### src/rtl/cpu_pkg.sv
// rtl/cpu_pkg.sv - shared divider state encoding, constants and operand helper
package cpu_pkg;

    typedef enum logic [1:0] {
        ST_IDLE = 2'd0,
        ST_BUSY = 2'd1,
        ST_FIX  = 2'd2,
        ST_DONE = 2'd3
    } div_state_e;

    localparam int          DIV_ITERS     = 32;
    localparam logic [31:0] DIV_BY_ZERO_Q = 32'hFFFFFFFF;

    // 0x80000000 maps onto itself, which reads correctly as an unsigned magnitude.
    function automatic logic [31:0] abs32(input logic [31:0] v, input logic is_signed);
        return (is_signed && v[31]) ? (~v + 32'd1) : v;
    endfunction

endpackage

### src/rtl/div_step.sv
// rtl/div_step.sv - one restoring-division iteration: shift in a dividend bit, trial subtract
module div_step (
    input  logic [32:0] partial_i,
    input  logic [31:0] divisor_i,
    input  logic        dividend_bit_i,
    output logic [32:0] partial_o,
    output logic        quotient_bit_o
);
    logic [32:0] shifted;
    logic [32:0] trial;
    logic        unused_partial_msb;

    // The partial remainder is always below the divisor, so its top bit is zero.
    assign unused_partial_msb = partial_i[32];
    assign shifted            = {partial_i[31:0], dividend_bit_i};
    assign trial              = shifted - {1'b0, divisor_i};

    always_comb begin
        quotient_bit_o = ~trial[32];
        partial_o      = trial[32] ? shifted : trial;
    end

endmodule

### src/rtl/div_unit.sv
// rtl/div_unit.sv - iterative 32-bit DIV/DIVU with pipeline stall, cancel and sign fixup
module div_unit
    import cpu_pkg::*;
#(
    parameter int WIDTH = 32
) (
    input  logic             clk,
    input  logic             rst,
    input  logic             start,
    input  logic             signed_div,
    input  logic [WIDTH-1:0] dividend,
    input  logic [WIDTH-1:0] divisor,
    input  logic             cancel,
    output logic             stall,
    output logic             valid,
    output logic [WIDTH-1:0] quotient,
    output logic [WIDTH-1:0] remainder
);
    div_state_e  state_q, state_d;
    logic [5:0]  cnt_q, cnt_d;
    logic [32:0] part_q, part_d;
    logic [31:0] dvd_q, dvd_d;
    logic [31:0] dsr_q, dsr_d;
    logic [31:0] quo_q, quo_d;
    logic        q_neg_q, q_neg_d;
    logic        r_neg_q, r_neg_d;
    logic [31:0] quotient_q, quotient_d;
    logic [31:0] remainder_q, remainder_d;

    logic [32:0] step_part;
    logic        step_qbit;

    div_step u_step (
        .partial_i      (part_q),
        .divisor_i      (dsr_q),
        .dividend_bit_i (dvd_q[31]),
        .partial_o      (step_part),
        .quotient_bit_o (step_qbit)
    );

    always_comb begin
        state_d     = state_q;
        cnt_d       = cnt_q;
        part_d      = part_q;
        dvd_d       = dvd_q;
        dsr_d       = dsr_q;
        quo_d       = quo_q;
        q_neg_d     = q_neg_q;
        r_neg_d     = r_neg_q;
        quotient_d  = quotient_q;
        remainder_d = remainder_q;

        if (cancel) begin
            state_d = ST_IDLE;
        end else begin
            case (state_q)
                ST_IDLE: begin
                    if (start) begin
                        if (divisor == '0) begin
                            quotient_d  = DIV_BY_ZERO_Q;
                            remainder_d = dividend;
                            state_d     = ST_DONE;
                        end else begin
                            dvd_d   = abs32(dividend, signed_div);
                            dsr_d   = abs32(divisor, signed_div);
                            q_neg_d = signed_div & (dividend[31] ^ divisor[31]);
                            r_neg_d = signed_div & dividend[31];
                            cnt_d   = '0;
                            part_d  = '0;
                            quo_d   = '0;
                            state_d = ST_BUSY;
                        end
                    end
                end
                ST_BUSY: begin
                    part_d = step_part;
                    quo_d  = {quo_q[30:0], step_qbit};
                    dvd_d  = {dvd_q[30:0], 1'b0};
                    cnt_d  = cnt_q + 6'd1;
                    if (cnt_q == 6'(DIV_ITERS - 1)) begin
                        state_d = ST_FIX;
                    end
                end
                ST_FIX: begin
                    quotient_d  = q_neg_q ? (~quo_q + 32'd1) : quo_q;
                    remainder_d = r_neg_q ? (~part_q[31:0] + 32'd1) : part_q[31:0];
                    state_d     = ST_DONE;
                end
                ST_DONE: begin
                    state_d = ST_IDLE;
                end
                default: begin
                    state_d = ST_IDLE;
                end
            endcase
        end
    end

    always_ff @(posedge clk) begin
        if (rst) begin
            state_q     <= ST_IDLE;
            cnt_q       <= '0;
            part_q      <= '0;
            dvd_q       <= '0;
            dsr_q       <= '0;
            quo_q       <= '0;
            q_neg_q     <= 1'b0;
            r_neg_q     <= 1'b0;
            quotient_q  <= '0;
            remainder_q <= '0;
        end else begin
            state_q     <= state_d;
            cnt_q       <= cnt_d;
            part_q      <= part_d;
            dvd_q       <= dvd_d;
            dsr_q       <= dsr_d;
            quo_q       <= quo_d;
            q_neg_q     <= q_neg_d;
            r_neg_q     <= r_neg_d;
            quotient_q  <= quotient_d;
            remainder_q <= remainder_d;
        end
    end

    // Stall goes up in the request cycle itself so the pipeline freezes before BUSY.
    assign stall     = ((state_q == ST_IDLE) & start & ~cancel) |
                       (state_q == ST_BUSY) | (state_q == ST_FIX);
    assign valid     = (state_q == ST_DONE);
    assign quotient  = quotient_q;
    assign remainder = remainder_q;

endmodule
### config.mk
export PLATFORM = sky130hd
export DESIGN_NAME = div_unit
export DESIGN_NICKNAME = d
export VERILOG_FILES = /design/src/rtl/cpu_pkg.sv /design/src/rtl/div_step.sv /design/src/rtl/div_unit.sv
export SDC_FILE = /design/constraint.sdc
export NUM_CORES = 1
export LEC_CHECK = 0
export CAP_MARGIN = 20
export CORE_UTILIZATION = 55
export DETAILED_ROUTE_END_ITERATION = 7
export PLACE_DENSITY = 0.89
export SLEW_MARGIN = 10
export SYNTH_ARGS = -nofsm -noshare
export SYNTH_HDL_FRONTEND = slang
export SYNTH_HIERARCHICAL = 1
export SYNTH_SLANG_ARGS = --single-unit
### constraint.sdc
create_clock -name clk -period 5.2 [get_ports clk]
set_input_delay 0.78 -clock clk [delete_from_list [all_inputs] [get_ports clk]]
set_output_delay 0.78 -clock clk [all_outputs]
set_load 0.05 [all_outputs]
**After elaboration in Yosys (flattened, before gate mapping)**

Index checks and enable logic that the tools add are counted.
Widths: inputs -> output; s select.

- Input bits: 69
- Flip-flop bits (word level): 202
- Output and inout bits: 66
- Word-level logic and storage cells: 76

- Add/subtract/negate cells: 6
- Eq/ne operators: 8
- Mux-type cells: 27
- Reductions and logical operators: 11
- Bitwise operators: 14

Operators with widths:

| operator | number |
|---|---|
| $mux 32 | 15 |
| $pmux 32 s2 | 5 |
| $add 32x1->32 const B | 4 |
| $not 32->32 | 4 |
| $sub 33x32->33 | 1 |
| $logic_not 32->1 | 1 |
| $mux 6 | 2 |
| $pmux 6 s2 | 1 |
| $reduce_and 4->1 | 3 |
| $ne 2x2->1 const B | 4 |
| $pmux 2 s4 | 1 |
| $add 6x1->6 const B | 1 |
| $eq 6x5->1 const B | 1 |
| $mux 2 | 3 |
| $and 1x1->1 | 4 |
| $eq 2x2->1 const B | 2 |
| $reduce_bool 2->1 | 2 |
| $not 1->1 | 3 |
| $eq 2x1->1 const B | 1 |
| $logic_and 1x1->1 | 2 |
| $logic_not 2->1 | 1 |
| $or 1x1->1 | 2 |
| $reduce_and 2->1 | 1 |
| $reduce_or 2->1 | 1 |
| $xor 1x1->1 | 1 |

**Longest topological paths before layout**

Gate-level depths: netlist (run 1).

- Depth after elaboration: 6
- Gate-level depth with buffers: 18
- Mapped depth without buffers: 17

**Hierarchy**

The synthesis (run 1) kept the hierarchy.

Modules (own cells, without submodules):

| module | area each (um2) | sequential area each (um2) | cells each | times used |
|---|---|---|---|---|
| div_unit | 10661.5 | 4063.9 | 1356 | 1 |
| div_step | 2489.9 | 0.0 | 360 | 1 |

**Least setup slack after synthesis (run 1)**

OpenSTA, ideal clock, no wires.

- Kind: register to register
- From: reg dvd_q[31]
- To: reg part_q[15]
- Slack: 1720 ps
- Data required time: 5068 ps
- Cell stages (with the launch flop): 17
- Setup time: 132 ps
- Arrival: 3348 ps
- Buffers on the path: 2
- Clock period less this slack: 3480 ps
- Cells stage by stage: dfxtp_1 > inv_1 > ha_1 > fa_1 > or2b_1 > a21oi_1 > o21bai_2 > a21oi_2 > o2111ai_1 > a311o_1 > o211ai_1 > ha_1 > buf_6 > buf_1 > mux2_2 > nand3_1 > a21oi_1

- Word-level cells in the longest chain between the ends: 3

Ends and longest elaborated chain:

| element | line | text |
|---|---|---|
| start, declared | div_unit.sv:22 | `logic [31:0] dvd_q, dvd_d;` |
| start signal, assigned | div_unit.sv:115 | `dvd_q <= dvd_d;` |
| $sub 33x32->33 | div_step.sv:16 | `assign trial = shifted - {1'b0, divisor_i};` |
| $mux 32 | div_step.sv:20 | `partial_o = trial[32] ? shifted : trial;` |
| net step_part[15] | div_unit.sv:30 | `logic [32:0] step_part;` |
| $pmux 32 s2 | div_unit.sv:56 | `case (state_q)` |
| end signal, assigned | div_unit.sv:114 | `part_q <= part_d;` |
| end, declared | div_unit.sv:21 | `logic [32:0] part_q, part_d;` |

The timed path passes the listed nets, and every way through them passes these cells.
A chain may end at the register's enable or synchronous reset.

**Worst setup path after layout (run 1)**

- From: reg part_q[0]
- To: reg part_q[20]

- Word-level cells in the longest chain between the ends: 3

Ends and longest elaborated chain:

| element | line |
|---|---|
| $sub 33x32->33 | div_step.sv:16 |
| $mux 32 | div_step.sv:20 |
| net step_part[20] | div_unit.sv:30 |
| $pmux 32 s2 | div_unit.sv:56 |

The timed path passes the listed nets, and every way through them passes these cells.

==> results of run 1 <==
-- registers in the layout, indices dropped and copies added (netlist names) --
signal     count
state_q        2
q_neg_q        1
quotient      32
remainder     32
dvd_q         32
quo_q         32
part_q        32
dsr_q         32
r_neg_q        1
cnt_q          6
-- power breakdown --
part / switching (mW) / total, mW / internal, mW
combinational: 0.434 / 0.685 / 0.251
clock: 0.669 / 1.55 / 0.882
sequential: 0.0287 / 1.62 / 1.59
-- layout by cell type, fill, tap and decap left out, types with 51 or more instances in the layout --
cell type,n
dfxtp_1,202
xor2_1,78
o21ai_0,105
a21oi_1,215
nor2_1,91
clkdlybuf4s50_1,133
nand2_1,215
nand3_1,91
xnor2_1,51
inv_1,55
-- worst reg2reg max path, stage by stage (launching register included) --
cell,delay [ps]
dfxtp_1,460
inv_1,120
fa_1,460
or2b_1,260
a21oi_1,190
o21bai_2,140
a21oi_2,210
o2111ai_1,210
a311o_1,330
o211ai_1,90
ha_1,490
buf_4,400
nor2b_1,80
a31oi_1,160
o311ai_0,170
nand3_1,120
a21oi_1,70
-- final cells by class --
type	instances	area share [%]
Inverter	56	1.38
Timing Repair Buffer	153	9.94
Clock inverter	8	0.451
Sequential cell	202	26.5
Tap cell	319	2.61
Multi-Input combinational cell	1332	54.9
Clock buffer	33	4.28
-- path summary, 6_finish.rpt --
check,endpoint,startpoint,depth (start not counted),slack [ps]
worst max-delay path,part_q[20],part_q[0],16,1090
worst min-delay path,dvd_q[15],dvd_q[15],2,450
worst min register to register,dvd_q[15],dvd_q[15],2,450
worst max register to register,part_q[20],part_q[0],16,1090
-- per-stage QoR --
stage / util [%] / hold slack (ps) / setup WS (ps) / instances
after detailed placement: 62.1 / 442 / 1010 / 2061
after global routing: 65.3 / 473 / 832 / 2103
final: 65.3 / 448 / 1090 / 2103
after global placement: 62.1 / 438 / 1040 / 2061
after floorplan: - / 431 / 1720 / 1712
after CTS: 65.2 / 450 / 1170 / 2102
-- layer usage --
metal  up-vias  share of wire (%)  track usage (%)
met5         -                  0                0
met4         0                3.1             10.0
met3        97                9.8             4.85
met2       703                 44             48.0
met1      6241                 43             42.4
li1       6365                  -                -
==> impl_metrics.yaml, run 1 <==
detailed_routing:
  ant_nets: 0
  firstDrtPassIters: 6
  viasPerCell: 6.37
  wl_per_cell_um: 18.2
  vias: 13400
  drt-total-wl_um: 38300
  drc: 0
  drt_iter0_drc: 1197
worst_setup_path:
  startpoint_type: "flip-flop"
  worst_ep_required_time_ps: 5570
  cp_top_family: "compound AO/OA/AOI/OAI gates"
  cp_common_cell: "a21oi_1"
  cp_max_fo: 25
  path_buf_inv: 2
  slowest_stage: "ha_1"
  critical_path_class: "flip-flop to flip-flop"
  crit_arrival_ps: 4480
  worstPathCellList: "inv_1 > fa_1 > or2b_1 > a21oi_1 > o21bai_2 > a21oi_2 > o2111ai_1 > a311o_1 > o211ai_1 > ha_1 > buf_4 > nor2b_1 > a31oi_1 > o311ai_0 > nand3_1 > a21oi_1"
  slowest_delay_ps: 490
  cp-end-kind: "flip-flop"
global_routing:
  grt_max_degree: 98
  grt_usage_pct: 30.5
  grt_pass1_vias: 11800
  antenna_found_initial: 0
  grt.overflow.total: 0
  grt_pass1_wl_um: 60700
floorplan:
  die_area_sq_mm: 0.0245
  die_y_um: 156
  rows: 56
  design.core.area_sq_mm: 0.0234
  ioPinCount: 135
  floorplan.initialDensity_pct: 56.1
  die_w_um: 156
synthesis:
  synth_area_sq_mm: 0.0131
  syn_area_per_cell_sq_um: 7.66
  synth_nets: 1825
  netlist_instances: 1712
  yosysWarnings: 6
cts:
  cts_tree: "built"
  clk_latency_ps: 520
  cts_hold_buf: 0
  cts_made_buffers: 23
  clock_sinks: 202
  post_cts_resized: 0
  cts-root-buf: "clkbuf_16"
  clock_path_buffers: 3
  cts_max_level: 1
  cts_setup_buffers: 0
  clkSlewWorstSetupHoldPaths_ps: 70
timing:
  fin_skew_ps: 14.9
  relSlewSlack_pct: 27.6
  hold_viol_final: 0
  max_freq_mhz: 243
  drv_slew: 0
  worst_slew_pin_slew_ps: 1080
  rsz0062_at_grt: "false"
  fin_tns_setup_ps: 0
  min_period_over_period_pct: 79.0
  finalCriticalPeriod_ps: 4110
  finalSetupViolCount: 0
place:
  portBuffers: 134
  gp_congestion: 0.930
  placed_area_sq_mm: 0.0145
  dpl.hpwl_um: 27400
layout:
  design_area_sq_mm: 0.0153
  areaGrowthSynthToFinish_pct: 16.4
  multi_input_area_sq_mm: 0.00838
  nets: 1881
  drive_above_1_share_pct: 6.33
  antenna_cells: 0
  ff_latch_area_sq_mm: 0.00404
  fill_cells: 1984
hold_path:
  hp-class: "flip-flop to flip-flop"
status:
  status: "finished, final reports clean"
power:
  p_per_area_mw_per_mm2: 252
  power_mw: 3.86
  ir_drop_v: 0.000202
  p_leak_nw: 5.46
flow_run:
  cap_violations: 0
Note: power is estimated with default switching activity, not from simulation.
==> run 2, diff against run 1 <==
==> constraint.sdc (replaced) <==
create_clock -name clk -period 3.9 [get_ports clk]
set_input_delay 0.585 -clock clk [delete_from_list [all_inputs] [get_ports clk]]
set_output_delay 0.585 -clock clk [all_outputs]
set_load 0.05 [all_outputs]
==> impl_metrics.yaml, run 2 (synthesized netlist as in run 1, its figures left out) <==
timing:
  hold_slack_ps: 301
  finalSetupViolCount: 0
  relSlewSlack_pct: 25.6
  fin_skew_ps: 8.60
  hold_viol_final: 0
  drv_slew: 0
  finalCriticalPeriod_ps: 3670
  min_period_over_period_pct: 94.0
  worst_slew_pin_slew_ps: 1120
  rsz0062_at_grt: "false"
  max_freq_mhz: 273
  fin_tns_setup_ps: 0
cts:
  cts_hold_buf: 0
  cts-root-buf: "clkbuf_16"
  cts_max_level: 1
  cts_made_buffers: 24
  clkSlewWorstSetupHoldPaths_ps: 60
  cts_tree: "built"
  clk_latency_ps: 520
  clock_sinks: 202
  clock_path_buffers: 3
flow_run:
  cap_violations: 0
worst_setup_path:
  crit-reg2reg-launch: "dvd_q[31]"
  slowest_delay_ps: 400
  cp-end-kind: "flip-flop"
  startpoint_type: "flip-flop"
  cp_max_fo: 7
  worst_ep_required_time_ps: 4290
  cp-startpoint: "dvd_q[31]"
  worstRegToRegCells: 17
  slowest_stage: "fa_1"
  critical_path_class: "flip-flop to flip-flop"
  crit_arrival_ps: 4050
  worstPathCellList: "inv_1 > ha_1 > fa_1 > or2b_1 > a21oi_2 > o21bai_2 > a21oi_2 > o2111ai_2 > a311o_1 > o211ai_1 > ha_1 > buf_4 > nand2b_1 > a211oi_1 > or3_1 > nand3_1 > a21oi_1"
detailed_routing:
  drc: 0
  wl_per_cell_um: 18.8
  firstDrtPassIters: 6
  drt_iter0_drc: 1466
  viasPerCell: 6.37
  ant_nets: 0
  vias: 13700
  drt-total-wl_um: 40300
hold_path:
  min-delay-start: "rst"
  hp-class: "input pin to flip-flop"
  hold_path_depth: 2
layout:
  nets: 1925
  drive_above_1_share_pct: 8.81
  areaGrowthSynthToFinish_pct: 20.2
  layout_common_cells: "215 x nand2_1, 214 x a21oi_1, 202 x dfxtp_1"
  final_common_cell: "nand2_1"
  fill_cells: 1911
  antenna_cells: 0
floorplan:
  ioPinCount: 135
  die_area_sq_mm: 0.0245
  design.core.area_sq_mm: 0.0234
  die_w_um: 156
  rows: 56
  floorplan.initialDensity_pct: 56.1
  die_y_um: 156
power:
  p_leak_nw: 5.75
  ir_drop_v: 0.000293
  p_per_area_mw_per_mm2: 346
global_routing:
  grt_pass1_vias: 12400
  grt.overflow.total: 0
  grt_pass1_wl_um: 64500
  grt_max_degree: 105
  antenna_found_initial: 0
  grt_usage_pct: 32.5
place:
  dpl.hpwl_um: 28900
  gp_congestion: 0.973
  portBuffers: 134
status:
  status: "finished, final reports clean"
==> run 2: cell count changes in the layout (fill, tap and decap cells not counted), moves of 2 or more <==
cell       previous run  this run
buf_4                17        55
buf_12                3         7
bufinv_16             0         3
clkinv_4              3         0
clkbuf_1              6         4
clkbuf_16            23        25
==> run 2: layout make-up <==
class	count	area [sq um]	share of cell area, %
repair buffers	196	1900	12.0
multi-input cells	1332	8390	53.2
flip-flops and latches	202	4040	25.6
clock inverters	9	129	0.817
inverters	56	210	1.33
clock buffers	33	696	4.41
well taps	319	399	2.53
==> run 2: worst paths after layout <==
kind / endpoint / slack [ps]
worst min register to register: dvd_q[15] / 450
worst min-delay path: part_q[30] / 300
worst max register to register: part_q[22] / 230
worst max-delay path: part_q[22] / 230
==> run 2: critical path: cells and delay by family (launching register included) <==
| kind | cells | cell delay (ps) |
|---|---|---|
| AOI/OAI and AO/OA | 8 | 1200 |
| adders and majority gates | 3 | 900 |
| and+or+nand+nor | 4 | 810 |
| DFF | 1 | 360 |
| buffers and inverters | 2 | 240 |
==> run 2: metal layers <==
metal	GRT usage [%]	routed length, um	part of all wire (%)	vias up
met2	51.7	18100	45	658
met1	45.2	17500	43	6475
met3	4.46	3390	8.4	98
met4	10.9	1310	3.3	0
li1	-	-	-	6450
met5	0	0	0	-
==> run 2: what timing repair did <==
action,4_1_cts,5_1_grt
endpoints found under the setup margin,0,3
resized for setup,0,2
setup buffers,0,1
==> run 2: power by group <==
part | internal [mW] | switching [mW] | leakage [nW]
Sequential | 2.12 | 0.0348 | 1.64
Clock | 1.44 | 0.899 | 0.401
Combinational | 0.358 | 0.599 | 3.71
==> run 2: metrics by stage <==
stage / util [%] / power, mW / setup WS (ps) / std cells / area (sq um)
2_1_floorplan: - / 2.80 / 420 / 1712 / 13100
3_3_place_gp: 63.7 / 3.10 / 297 / 2103 / 14900
3_5_place_dp: 63.7 / 3.12 / 187 / 2103 / 14900
4_1_cts: 67.2 / 5.43 / 155 / 2145 / 15700
5_1_grt: 67.4 / 5.63 / 5.29 / 2147 / 15800
6_report: 67.4 / 5.45 / 233 / 2147 / 15800
==> run 3, diff against run 2 <==
--- a/config.mk
+++ b/config.mk
@@ -5,10 +5,11 @@
 export SDC_FILE = /design/constraint.sdc
 export NUM_CORES = 1
 export LEC_CHECK = 0
+export ABC_AREA = 1
 export CAP_MARGIN = 20
-export CORE_UTILIZATION = 55
+export CORE_UTILIZATION = 59
 export DETAILED_ROUTE_END_ITERATION = 7
-export PLACE_DENSITY = 0.89
+export PLACE_DENSITY = 0.92
 export SLEW_MARGIN = 10
 export SYNTH_ARGS = -nofsm -noshare
 export SYNTH_HDL_FRONTEND = slang
==> impl_metrics.yaml, run 3 <==
timing:
  drv_slew: 0
  fin_skew_ps: 12.0
  finalSetupViolCount: 0
  hold_viol_final: 0
  worst_slack_ps: 645
  fin_tns_setup_ps: 0
  relSlewSlack_pct: 41.3
  max_freq_mhz: 307
  rsz0062_at_grt: "false"
  worst_slew_pin_slew_ps: 880
  hold_slack_ps: 454
  finalCriticalPeriod_ps: 3250
  min_period_over_period_pct: 83.5
floorplan:
  floorplan.initialDensity_pct: 60.8
  die_area_sq_mm: 0.0259
  die_w_um: 161
  design.core.area_sq_mm: 0.0245
  rows: 57
  die_y_um: 161
  ioPinCount: 135
cts:
  cts_setup_buffers: 0
  cts_tree: "built"
  cts_hold_buf: 0
  cts-root-buf: "clkbuf_16"
  post_cts_resized: 0
  clock_path_buffers: 3
  clkSlewWorstSetupHoldPaths_ps: 60
  cts_made_buffers: 23
  clock_sinks: 202
  clk_latency_ps: 510
  cts_max_level: 1
detailed_routing:
  ant_nets: 0
  drt-total-wl_um: 47900
  viasPerCell: 5.67
  drt_iter0_drc: 1799
  drc: 0
  wl_per_cell_um: 15.9
  vias: 17100
  firstDrtPassIters: 6
worst_setup_path:
  path_buf_inv: 4
  critical_path_class: "flip-flop to flip-flop"
  cp_top_family: "simple AND/OR/NAND/NOR gates"
  startpoint_type: "flip-flop"
  rrSetupSlack_ps: 650
  cp_max_fo: 47
  cp.depth: 20
  cp-end-kind: "flip-flop"
  crit-reg2reg-launch: "dvd_q[31]"
  slowest_delay_ps: 360
  slowest_stage: "fa_1"
  worstRegToRegCells: 20
  worst_ep_required_time_ps: 4270
  cp_common_cell: "nand2_1"
  worstPathCellList: "inv_1 > ha_1 > fa_1 > inv_1 > nand3_1 > nand3_1 > nand3_1 > nand3_2 > nand2_1 > nand2_1 > nand4_1 > nand2_1 > ha_1 > inv_1 > buf_4 > a21oi_1 > o21ai_0 > nand2_1 > o21ai_0 > nor2_1"
  crit_arrival_ps: 3630
  cp-startpoint: "dvd_q[31]"
layout:
  nets: 2788
  layout_common_cells: "749 x nand2_1, 425 x nor2_1, 309 x inv_1"
  instances_no_fill: 3014
  design_area_sq_mm: 0.0171
  drive_above_1_share_pct: 4.13
  final_common_cell: "nand2_1"
  areaGrowthSynthToFinish_pct: 14.6
  antenna_cells: 0
  fill_cells: 2241
hold_path:
  hp-class: "flip-flop to flip-flop"
  hold_path_depth: 2
  min-delay-start: "dvd_q[4]"
place:
  dp_slack_ps: 597
  dpl.hpwl_um: 35900
  portBuffers: 134
  placed_area_sq_mm: 0.0164
  gp_congestion: 1.01
  dp_cells: 2974
global_routing:
  grt_max_degree: 99
  grt_pass1_wl_um: 76400
  grt.overflow.total: 0
  antenna_found_initial: 0
  grt_usage_pct: 36.0
  grt_pass1_vias: 15500
flow_run:
  cap_violations: 0
synthesis:
  synth_area_sq_mm: 0.0149
  synth_nets: 2709
  netlist_instances: 2596
  syn_area_per_cell_sq_um: 5.75
  yosysWarnings: 6
status:
  status: "finished, final reports clean"
power:
  ir_drop_v: 0.000477
  p_per_area_mw_per_mm2: 430
  p_leak_nw: 8.22
run 3: routing by layer:
layer	wire length (um)	vias to the layer above	GRT usage [%]
met5	0	-	0
met4	2050	0	15.2
met3	3780	153	4.01
met2	21800	800	59.0
met1	20300	7791	48.1
li1	-	8359	-
run 3: power breakdown:
group          internal, mW  total [mW]  switching (mW)
combinational         0.923        2.85            1.93
clock                  1.31        2.16           0.857
sequential             2.19        2.34           0.143
run 3: path summary, 6_finish.rpt:
kind               endpoint
setup / recovery  part_q[2]
hold / removal     dvd_q[4]
setup reg to reg  part_q[2]
hold reg to reg    dvd_q[4]
run 3: area by class of cell:
class	instances	area (sq um)	area share, %
clock buffer	34	667	3.90
multi-input combinational	1972	9150	53.5
clock inverter	6	82.6	0.483
sequential	202	4040	23.6
timing repair buffer	157	1550	9.07
tap	324	405	2.37
inverter	319	1200	7.00
run 3: stage by stage:
stage | power, mW | utilization [%]
floorplan | 4.40 | -
global placement | 5.05 | 66.7
detailed placement | 5.12 | 66.7
CTS | 7.27 | 69.7
global route | 7.78 | 69.7
finish | 7.35 | 69.7
run 3: worst reg2reg max path, stage by stage, from the launching register on:
cell and delay (ps):
dfxtp_1 350, inv_1 60, ha_1 210, fa_1 360
inv_1 160, nand3_1 100, nand3_1 150, nand3_1 110
nand3_2 110, nand2_1 90, nand2_1 100, nand4_1 80
nand2_1 70, ha_1 230, inv_1 60, buf_4 350
a21oi_1 110, o21ai_0 130, nand2_1 90, o21ai_0 160
nor2_1 50
